===== src/rtl/dcache_rd_resp_if.sv =====
// Load-request, SRAM-port and response signals of the memory-stage read responder.
// The slave modport is the responder's view; master is the surrounding pipeline/SRAM.
interface dcache_rd_resp_if #(
  parameter int MEM_AW = 13
);
  logic              req_valid;
  logic [MEM_AW+1:0] req_pa;
  logic [1:0]        req_size;
  logic              req_spill;
  logic [2:0]        req_frame2;
  logic              req_ready;
  logic              glb_inv;
  logic              mem_req;
  logic [MEM_AW-1:0] mem_addr;
  logic              mem_ack;
  logic [31:0]       mem_rdata;
  logic              resp_valid;
  logic [31:0]       resp_data;
  logic              resp_twobeat;

  modport slave (
    input  req_valid, req_pa, req_size, req_spill, req_frame2, glb_inv, mem_ack, mem_rdata,
    output req_ready, mem_req, mem_addr, resp_valid, resp_data, resp_twobeat
  );

  modport master (
    output req_valid, req_pa, req_size, req_spill, req_frame2, glb_inv, mem_ack, mem_rdata,
    input  req_ready, mem_req, mem_addr, resp_valid, resp_data, resp_twobeat
  );
endinterface


===== src/rtl/dcache_rd_resp.sv =====
// Memory-stage read responder: one or two SRAM word reads per load, merged into
// right-aligned, zero-extended load data delivered with a one-cycle valid pulse.
module dcache_rd_resp #(
  parameter int MEM_AW = 13
) (
  input  logic             i_clk,
  input  logic             i_rst,
  dcache_rd_resp_if.slave  bus
);

  typedef enum logic [1:0] {IDLE, RD0, RD1, RESP} state_t;

  state_t            r_state, w_state_nxt;
  logic [1:0]        r_off, w_off_nxt;
  logic [1:0]        r_size, w_size_nxt;
  logic              r_cross, w_cross_nxt;
  logic [MEM_AW-1:0] r_addr1, w_addr1_nxt;
  logic [MEM_AW-1:0] r_mem_addr, w_mem_addr_nxt;
  logic [31:0]       r_word0, w_word0_nxt;
  logic [31:0]       r_resp_data, w_resp_data_nxt;
  logic              r_mem_req, w_mem_req_nxt;
  logic              r_resp_valid, w_resp_valid_nxt;
  logic              r_resp_twobeat, w_resp_twobeat_nxt;

  logic              w_beat;
  logic              w_req_cross;
  logic [63:0]       w_pair;
  logic [63:0]       w_shift;
  logic [31:0]       w_mask;
  logic [31:0]       w_load;

  always_comb begin
    w_beat      = r_mem_req & bus.mem_ack;
    w_req_cross = ({1'b0, bus.req_pa[1:0]} + {1'b0, bus.req_size}) > 3'd3;

    // Load formatting works on the word arriving this cycle; a single-beat load sees word1 as zero.
    w_pair  = (r_state == RD1) ? {bus.mem_rdata, r_word0} : {32'h0, bus.mem_rdata};
    w_shift = w_pair >> {r_off, 3'b000};
    w_mask  = 32'hFFFF_FFFF >> {~r_size, 3'b000};
    w_load  = w_shift[31:0] & w_mask;

    w_state_nxt        = r_state;
    w_off_nxt          = r_off;
    w_size_nxt         = r_size;
    w_cross_nxt        = r_cross;
    w_addr1_nxt        = r_addr1;
    w_mem_addr_nxt     = r_mem_addr;
    w_word0_nxt        = r_word0;
    w_mem_req_nxt      = r_mem_req;
    w_resp_data_nxt    = r_resp_data;
    w_resp_twobeat_nxt = r_resp_twobeat;
    w_resp_valid_nxt   = 1'b0;

    unique case (r_state)
      IDLE: begin
        if (bus.req_valid && !bus.glb_inv) begin
          w_off_nxt      = bus.req_pa[1:0];
          w_size_nxt     = bus.req_size;
          w_cross_nxt    = w_req_cross;
          w_addr1_nxt    = (bus.req_spill && w_req_cross)
                         ? {bus.req_frame2, {(MEM_AW-3){1'b0}}}
                         : bus.req_pa[MEM_AW+1:2] + MEM_AW'(1);
          w_mem_addr_nxt = bus.req_pa[MEM_AW+1:2];
          w_mem_req_nxt  = 1'b1;
          w_state_nxt    = RD0;
        end
      end
      RD0: begin
        if (bus.glb_inv) begin
          w_mem_req_nxt = 1'b0;
          w_state_nxt   = IDLE;
        end else if (w_beat) begin
          w_word0_nxt = bus.mem_rdata;
          if (r_cross) begin
            w_mem_addr_nxt = r_addr1;
            w_state_nxt    = RD1;
          end else begin
            w_mem_req_nxt      = 1'b0;
            w_resp_valid_nxt   = 1'b1;
            w_resp_data_nxt    = w_load;
            w_resp_twobeat_nxt = 1'b0;
            w_state_nxt        = RESP;
          end
        end
      end
      RD1: begin
        if (bus.glb_inv) begin
          w_mem_req_nxt = 1'b0;
          w_state_nxt   = IDLE;
        end else if (w_beat) begin
          w_mem_req_nxt      = 1'b0;
          w_resp_valid_nxt   = 1'b1;
          w_resp_data_nxt    = w_load;
          w_resp_twobeat_nxt = 1'b1;
          w_state_nxt        = RESP;
        end
      end
      RESP: begin
        w_state_nxt = IDLE;
      end
      default: begin
        w_state_nxt = IDLE;
      end
    endcase
  end

  always_ff @(posedge i_clk) begin
    if (!i_rst) begin
      r_state        <= IDLE;
      r_off          <= '0;
      r_size         <= '0;
      r_cross        <= 1'b0;
      r_addr1        <= '0;
      r_mem_addr     <= '0;
      r_word0        <= '0;
      r_mem_req      <= 1'b0;
      r_resp_valid   <= 1'b0;
      r_resp_data    <= '0;
      r_resp_twobeat <= 1'b0;
    end else begin
      r_state        <= w_state_nxt;
      r_off          <= w_off_nxt;
      r_size         <= w_size_nxt;
      r_cross        <= w_cross_nxt;
      r_addr1        <= w_addr1_nxt;
      r_mem_addr     <= w_mem_addr_nxt;
      r_word0        <= w_word0_nxt;
      r_mem_req      <= w_mem_req_nxt;
      r_resp_valid   <= w_resp_valid_nxt;
      r_resp_data    <= w_resp_data_nxt;
      r_resp_twobeat <= w_resp_twobeat_nxt;
    end
  end

  // The pulse is already registered when a flush lands in RESP, so the flush masks it on the way out.
  assign bus.resp_valid   = r_resp_valid & ~bus.glb_inv;
  assign bus.req_ready    = (r_state == IDLE);
  assign bus.mem_req      = r_mem_req;
  assign bus.mem_addr     = r_mem_addr;
  assign bus.resp_data    = r_resp_data;
  assign bus.resp_twobeat = r_resp_twobeat;

endmodule


===== src/flat_wrapper.sv =====
// flat-port wrapper written by rule: the top's interface ports become plain ports
module dcache_rd_resp_flat 
#(
  parameter int MEM_AW = 13
)
  (i_clk, i_rst, bus_req_valid, bus_req_pa, bus_req_size, bus_req_spill, bus_req_frame2, bus_glb_inv, bus_mem_ack, bus_mem_rdata, bus_req_ready, bus_mem_req, bus_mem_addr, bus_resp_valid, bus_resp_data, bus_resp_twobeat);
  dcache_rd_resp_if #(.MEM_AW(MEM_AW)) bus_i ();
  input  logic i_clk;
  input  logic i_rst;
  input wire logic [$bits(bus_i.req_valid)-1:0] bus_req_valid;
  input wire logic [$bits(bus_i.req_pa)-1:0] bus_req_pa;
  input wire logic [$bits(bus_i.req_size)-1:0] bus_req_size;
  input wire logic [$bits(bus_i.req_spill)-1:0] bus_req_spill;
  input wire logic [$bits(bus_i.req_frame2)-1:0] bus_req_frame2;
  input wire logic [$bits(bus_i.glb_inv)-1:0] bus_glb_inv;
  input wire logic [$bits(bus_i.mem_ack)-1:0] bus_mem_ack;
  input wire logic [$bits(bus_i.mem_rdata)-1:0] bus_mem_rdata;
  output wire logic [$bits(bus_i.req_ready)-1:0] bus_req_ready;
  output wire logic [$bits(bus_i.mem_req)-1:0] bus_mem_req;
  output wire logic [$bits(bus_i.mem_addr)-1:0] bus_mem_addr;
  output wire logic [$bits(bus_i.resp_valid)-1:0] bus_resp_valid;
  output wire logic [$bits(bus_i.resp_data)-1:0] bus_resp_data;
  output wire logic [$bits(bus_i.resp_twobeat)-1:0] bus_resp_twobeat;
  assign bus_i.req_valid = bus_req_valid;
  assign bus_i.req_pa = bus_req_pa;
  assign bus_i.req_size = bus_req_size;
  assign bus_i.req_spill = bus_req_spill;
  assign bus_i.req_frame2 = bus_req_frame2;
  assign bus_i.glb_inv = bus_glb_inv;
  assign bus_i.mem_ack = bus_mem_ack;
  assign bus_i.mem_rdata = bus_mem_rdata;
  assign bus_req_ready = bus_i.req_ready;
  assign bus_mem_req = bus_i.mem_req;
  assign bus_mem_addr = bus_i.mem_addr;
  assign bus_resp_valid = bus_i.resp_valid;
  assign bus_resp_data = bus_i.resp_data;
  assign bus_resp_twobeat = bus_i.resp_twobeat;
  dcache_rd_resp #(.MEM_AW(MEM_AW)) u_core (.i_clk(i_clk), .i_rst(i_rst), .bus(bus_i));
endmodule

===== config.mk =====
export PLATFORM = sky130hd
export DESIGN_NAME = dcache_rd_resp_flat
export DESIGN_NICKNAME = d
export VERILOG_FILES = /design/src/rtl/dcache_rd_resp_if.sv /design/src/rtl/dcache_rd_resp.sv /design/src/flat_wrapper.sv
export SDC_FILE = /design/constraint.sdc
export NUM_CORES = 1
export LEC_CHECK = 0
export ABC_CLOCK_PERIOD_IN_PS = 1750
export CAP_MARGIN = 10
export CORE_MARGIN = 2
export CORE_UTILIZATION = 47
export CTS_CLUSTER_DIAMETER = 30
export CTS_CLUSTER_SIZE = 25
export DETAILED_ROUTE_END_ITERATION = 8
export GPL_TIMING_DRIVEN = 0
export PLACE_DENSITY = 0.77
export SETUP_SLACK_MARGIN = 0.3
export SKIP_LAST_GASP = 1
export SYNTH_ARGS = -nofsm -noshare
export SYNTH_HDL_FRONTEND = slang
export SYNTH_SLANG_ARGS = --single-unit

===== constraint.sdc =====
create_clock -name i_clk -period 1.75 [get_ports i_clk]
set_input_delay 0.35 -clock i_clk [delete_from_list [all_inputs] [get_ports i_clk]]
set_output_delay 0.35 -clock i_clk [all_outputs]
set_load 0.1 [all_outputs]

# After elaboration in Yosys (flattened, before gate mapping)
# Cells that the tools add are included.
[op_classes] add_sub_neg=2 n_lt_le_gt_ge=1 eq_ne=13 shifts=2 n_mux=37 bitwise_logic=5 n_reduce_logical=13
[ops] operator="$mux W32" count=5
[ops] operator="$mux W13" count=5
[ops] operator="$mux W64" count=1
[ops] operator="$pmux W32 S2" count=1
[ops] operator="$shr A64 B5 Y32" count=1
[ops] operator="$and A32 B32 Y32" count=1
[ops] operator="$shr A32 B5 Y32 const A" count=1
[ops] operator="$pmux W13 S2" count=1
[ops] operator="$mux W1" count=15
[ops] operator="$add A13 B1 Y13 const B" count=1
[ops] operator="$mux W2" count=5
[ops] operator="$reduce_and A5 Y1" count=2
[ops] operator="$ne A2 B1 Y1 const B" count=4
[ops] operator="$pmux W2 S4" count=1
[ops] operator="$ne A2 B2 Y1 const B" count=3
[ops] operator="$ne A3 B2 Y1 const B" count=2
[ops] operator="$reduce_and A3 Y1" count=2
[ops] operator="$reduce_and A6 Y1" count=1
[ops] operator="$eq A2 B2 Y1 const B" count=2
[ops] operator="$pmux W1 S2" count=2
[ops] operator="$reduce_bool A2 Y1" count=2
[ops] operator="$add A2 B2 Y3" count=1
[ops] operator="$gt A3 B2 Y1 const B" count=1
[ops] operator="$ne A3 B3 Y1 const B" count=1
[ops] operator="10 further kinds" count=12
[word_totals] reg_bits=100 output_inout_bits=49 word_cells=84

# Logic depth before layout (Yosys ltp)
[depth] word_depth=8 ltp_mapped=9 ltp_nobuf=6

# Worst setup path after synthesis
# OpenSTA, ideal clock, no wires.
[synth_path] kind="reg-to-reg" start="reg u_core.r_state[0]" end="reg u_core.r_mem_addr[0], in the netlist u_core.bus.mem_addr[0]" t_arrival_ns=2.429 slack_ns=-0.765 path_stages_with_launch=9 period_less_slack_ns=2.515 path_cell_list="dfxtp_1 inv_1 ha_1 buf_2 mux2i_1 o32ai_2 and2_1 buf_2 a211oi_1"
[synth_via] elab_chain_cells=3 elab_cells_between_ends=9 classes_between="eq/ne (5); mux (1); reduce/logical (3)"
[synth_lines] element="start, declared" line="dcache_rd_resp.sv:13" source="state_t r_state, w_state_nxt;"
[synth_lines] element="start signal, assigned" line="dcache_rd_resp.sv:121" source="r_state <= w_state_nxt;"
[synth_lines] element="$logic_not A2 Y1 *"
[synth_lines] element="named net bus_req_ready" line="flat_wrapper.sv:18" source="output wire logic [$bits(bus_i.req_ready)-1:0] bus_req_ready;"
[synth_lines] element="$ne A2 B1 Y1 (no source line) / $reduce_bool A2 Y1 (equally long branches)"
[synth_lines] element="$reduce_and A5 Y1 (no source line)"
[synth_lines] element="end signal, assigned" line="dcache_rd_resp.sv:126" source="r_mem_addr <= w_mem_addr_nxt;"
[synth_lines] element="end, declared" line="dcache_rd_resp.sv:18" source="logic [MEM_AW-1:0] r_mem_addr, w_mem_addr_nxt;"
# Mark *: on every way through the listed nets, which the timed path passes. The rest lies on a longest branch.
# A chain may end at the register's enable or synchronous reset.

# Worst setup path in the final report
[layout_path] start="reg u_core.r_state[1]" end="reg u_core.r_resp_data[17], in the netlist u_core.bus.resp_data[17]"
[layout_via] elab_chain_cells=8 elab_cells_between_ends=18 classes_between="eq/ne (7); shift (1); mux (7); bitwise (1); reduce/logical (2)"
[layout_lines] element="$eq A2 B2 Y1" line="dcache_rd_resp.sv:37, dcache_rd_resp.sv:54"
[layout_lines] element="$mux W64" line="dcache_rd_resp.sv:37" source="w_pair = (r_state == RD1) ? {bus.mem_rdata, r_word0} : {32'h0, bus.mem_rdata};"
[layout_lines] element="$shr A64 B5 Y32" line="dcache_rd_resp.sv:38" source="w_shift = w_pair >> {r_off, 3'b000};"
[layout_lines] element="$and A32 B32 Y32" line="dcache_rd_resp.sv:40" source="w_load = w_shift[31:0] & w_mask;"
[layout_lines] element="$mux W32" line="dcache_rd_resp.sv:74" source="if (r_cross) begin"
[layout_lines] element="$mux W32" line="dcache_rd_resp.sv:72" source="end else if (w_beat) begin"
[layout_lines] element="$mux W32" line="dcache_rd_resp.sv:69" source="if (bus.glb_inv) begin"
[layout_lines] element="$pmux W32 S2" line="dcache_rd_resp.sv:54" source="unique case (r_state)"
[layout_lines] element="end signal, assigned" line="dcache_rd_resp.sv:130" source="r_resp_data <= w_resp_data_nxt;"
[layout_lines] element="end, declared" line="dcache_rd_resp.sv:20" source="logic [31:0] r_resp_data, w_resp_data_nxt;"
# Several ways; a longest one is shown, not always the timed one. The select of a mux whose other input is x is not followed.

==> metrics.yaml <==
status:
  status: "finished, violations left"
  violations: "setup timing"
final_layout:
  nets: 820
  final_common_cell: "dfxtp_1"
  final_cell_mix: "dfxtp_1 (97), buf_4 (74), nand2_1 (73), a21oi_2 (50), clkdlybuf4s50_1 (49)"
  nFillCells: 748
  synthToLayoutAreaGrowth_pct: 53.7
  drive_gt1_share_pct: 43.7
  multi_input_area_um2: 3860
  diodes: 0
  seqCellArea_um2: 2010
  instances_no_fill: 901
floorplan:
  initial_utilization_pct: 47.7
  placementRows: 39
  io_pins: 107
  die_w_um: 111
  dieArea_um2: 12300
  core_um2: 11300
  die_h_um: 111
timing:
  slew_violations: 0
  min_period_ns: 1.77
  fmax_ghz: 0.565
  setup_violations: 1
  timing.final.crit_share_pct: 101
  max_slew_margin_pct: 39.3
  fin_hold_ws_ns: 0.407
  tightest_slew_ns: 0.910
  rsz0062_at_grt: "true"
  clock_skew_ns: 0.00872
  hold_violations: 0
  final.setup.worst_slack_ns: -0.0206
power_and_ir_drop:
  powerDensity_nw_per_um2: 799
  vdd_ir_drop_max_mv: 0.931
  fin_total_pwr_uw: 6590
  leakage_uw: 0.00309
synth:
  async_flop_share_pct: 0
  synth-xor-area-share_pct: 0.978
  yosysUniqueCellTypes: 57
  synth_top_family_by_area: "compound AO/OA/AOI/OAI gates"
  synth_area_um2: 5370
  synth_seq_area_share_pct: 37.3
  syn_inst: 594
  yosys.area_share.simple_pct: 15.8
  avgSynthCellArea_um2: 9.04
  yosysTopAreaCell: "dfxtp_1"
  synth_edf_count: 0
  yosysTopAreaCellShare_pct: 37.3
  synth_area_leaders: "dfxtp_1 (37%), mux4_2 (9.2%), nand2_1 (7.9%)"
  yosys_warnings: 0
  synthMuxAreaShare_pct: 16.0
  synthAdderAreaFrac_pct: 2.10
  synth_compound_area_share_pct: 22.3
  synth_nets: 661
  synth_seq_cells: 100
  ys.flop_type: "dfxtp_1"
clock_network:
  ctsRootBufferMaster: "clkbuf_16"
  cts.sinks: 100
  ctsLongestPathBuffers: 2
  tritoncts: "done"
  cts_buffers: 9
  clk_latency_ns: 0.36
  ctsHtreeMaxLevel: 3
  cts_hold_buffers: 0
  path_clk_slew_ns: 0.07
critical_path:
  worst_path_max_delay_cell: "dfxtp_4"
  r2r-start: "u_core.r_state[1]"
  crit_required_ns: 1.99
  worstSetupStartpointType: "register"
  worstReg2RegEnd: "u_core.bus.resp_data[17]"
  crit_arrival_ns: 2.01
  path_common_cell: "buf_4"
  cp_max_fo: 10
  r2r_setup_slack_ns: -0.02
  path_class: "register to register"
  cpPeakStageDelay_ns: 0.38
  crit_chain: "buf_4, ha_4, buf_4, mux4_2, a21oi_1, o2bb2ai_1"
  end_kind: "register"
  worstRegToRegCells: 6
hold_path:
  hp-start: "bus_req_size[1]"
  min_path_type: "primary input to register"
  min_delay_path_depth: 3
  worstHoldEndpoint: "u_core.r_size[1]"
routing:
  vias: 5618
  wirelength_um: 20000
  drc: 0
  firstDrtPassIters: 6
  detail-route-antenna-nets: 0
  wl_per_cell_um: 22.2
  drt_iter0_markers: 687
  viasPerCell: 6.24
global_routing:
  grt.overflow.total: 0
  groute.usage.overall_pct: 30.6
  grt_max_degree: 17
  grt_pass1_vias: 5406
  grt_pass1_wl_um: 29800
  antenna_found_initial: 0
placement:
  dp_cells: 842
  place_hpwl_um: 12800
  gp_congestion: 0.967
  place.port_buffers: 105
run:
  maxCapViolCount: 0
==> stage by stage <==
stage                     setup WS (ns)  TNS [ns]  instance area (um2)  util [%]
after floorplan                 -0.0253    -0.251                 5570         -
after global placement           -0.821    -33.88                 6800      60.3
after detailed placement         -0.828    -35.94                 6800      60.3
after CTS                        0.0456         0                 7830      69.4
after global routing            -0.0645     -1.13                 8260      73.2
final                           -0.0206   -0.0206                 8260      73.2
==> worst max-delay path, delay by kind of cell, from the launching register on <==
family | cells | cell delay (ns)
AOI/OAI and AO/OA | 2 | 0.42
adders and majority gates | 1 | 0.18
buffers and inverters | 2 | 0.32
DFF | 1 | 0.38
muxes | 1 | 0.34
==> report_power, final <==
group | total [uW] | internal [uW] | switching [uW]
registers | 2440 | 2370 | 74.1
clock network | 2100 | 1190 | 901
logic | 2050 | 802 | 1250
total | 6590 | 4370 | 2230
==> layout make-up <==
type	instances	share of cell area [%]
Sequential cell	100	24.4
Tap cell	143	2.17
Clock buffer	12	3.11
Buffer	48	5.64
Timing Repair Buffer	148	16.7
Multi-Input combinational cell	436	46.7
Inverter	10	0.576
Clock inverter	4	0.667
==> how the worst max path moves through the flow <==
stage / startpoint / end / slack (ns) / cells past startpoint
floorplan: u_core.r_state[1] / u_core.bus.mem_addr[10] / -0.03 / 8
global placement: bus_glb_inv / bus_resp_valid / -0.82 / 3
detailed placement: bus_glb_inv / bus_resp_valid / -0.83 / 3
CTS: u_core.r_state[1] / u_core.bus.resp_data[10] / 0.05 / 8
global route: u_core.r_state[1] / u_core.bus.mem_addr[1] / -0.06 / 8
finish: u_core.r_state[1] / u_core.bus.resp_data[17] / -0.02 / 6
==> flip-flops by register name, indices dropped and copies added (netlist names) <==
register                 count
u_core.r_cross               1
u_core.r_resp_valid          1
u_core.bus.mem_req           1
u_core.r_word0              32
u_core.r_size                2
u_core.bus.resp_data        32
u_core.r_addr1              13
u_core.bus.resp_twobeat      1
u_core.r_state               2
u_core.r_off                 2
u_core.bus.mem_addr         13
==> synthesized netlist by cell type, drive strengths merged (3+ instances only) <==
cell type and number:
a211oi 14, a31oi 10, nand2 113, a21oi 82, nand3b 8, o21a 12
clkbuf 12, a22oi 4, mux4 22, nor3 6, o21ai 16, o2bb2ai 17
nand3 19, a22o 9, ha 9, mux2i 28, dfxtp 100, nor2 13
o22ai 7, buf 36, inv 10, nand2b 3, mux2 7, nor3b 7
xnor2 5
==> layer usage <==
metal	vias up	routed length [um]	GRT usage (%)
met4	0	750	10.0
met3	81	2120	7.87
li1	2489	-	-
met5	-	0	0
met2	358	9440	48.3
met1	2690	7700	41.3
==> timing repair <==
item                                    CTS  global route
resized for setup                       464            82
pin swaps                                35            27
gates cloned                              8             0
endpoints found under the setup margin  149           102
setup buffers                            24            11
==> cell families after synthesis <==
group	after synthesis
buffers and inverters	58
DFF	100
and+or+nand+nor	181
xor gates and xnor gates	6
adders and majority gates	9
muxes	57
AOI/OAI and AO/OA	183
Note: power is estimated with default switching activity, not from simulation.
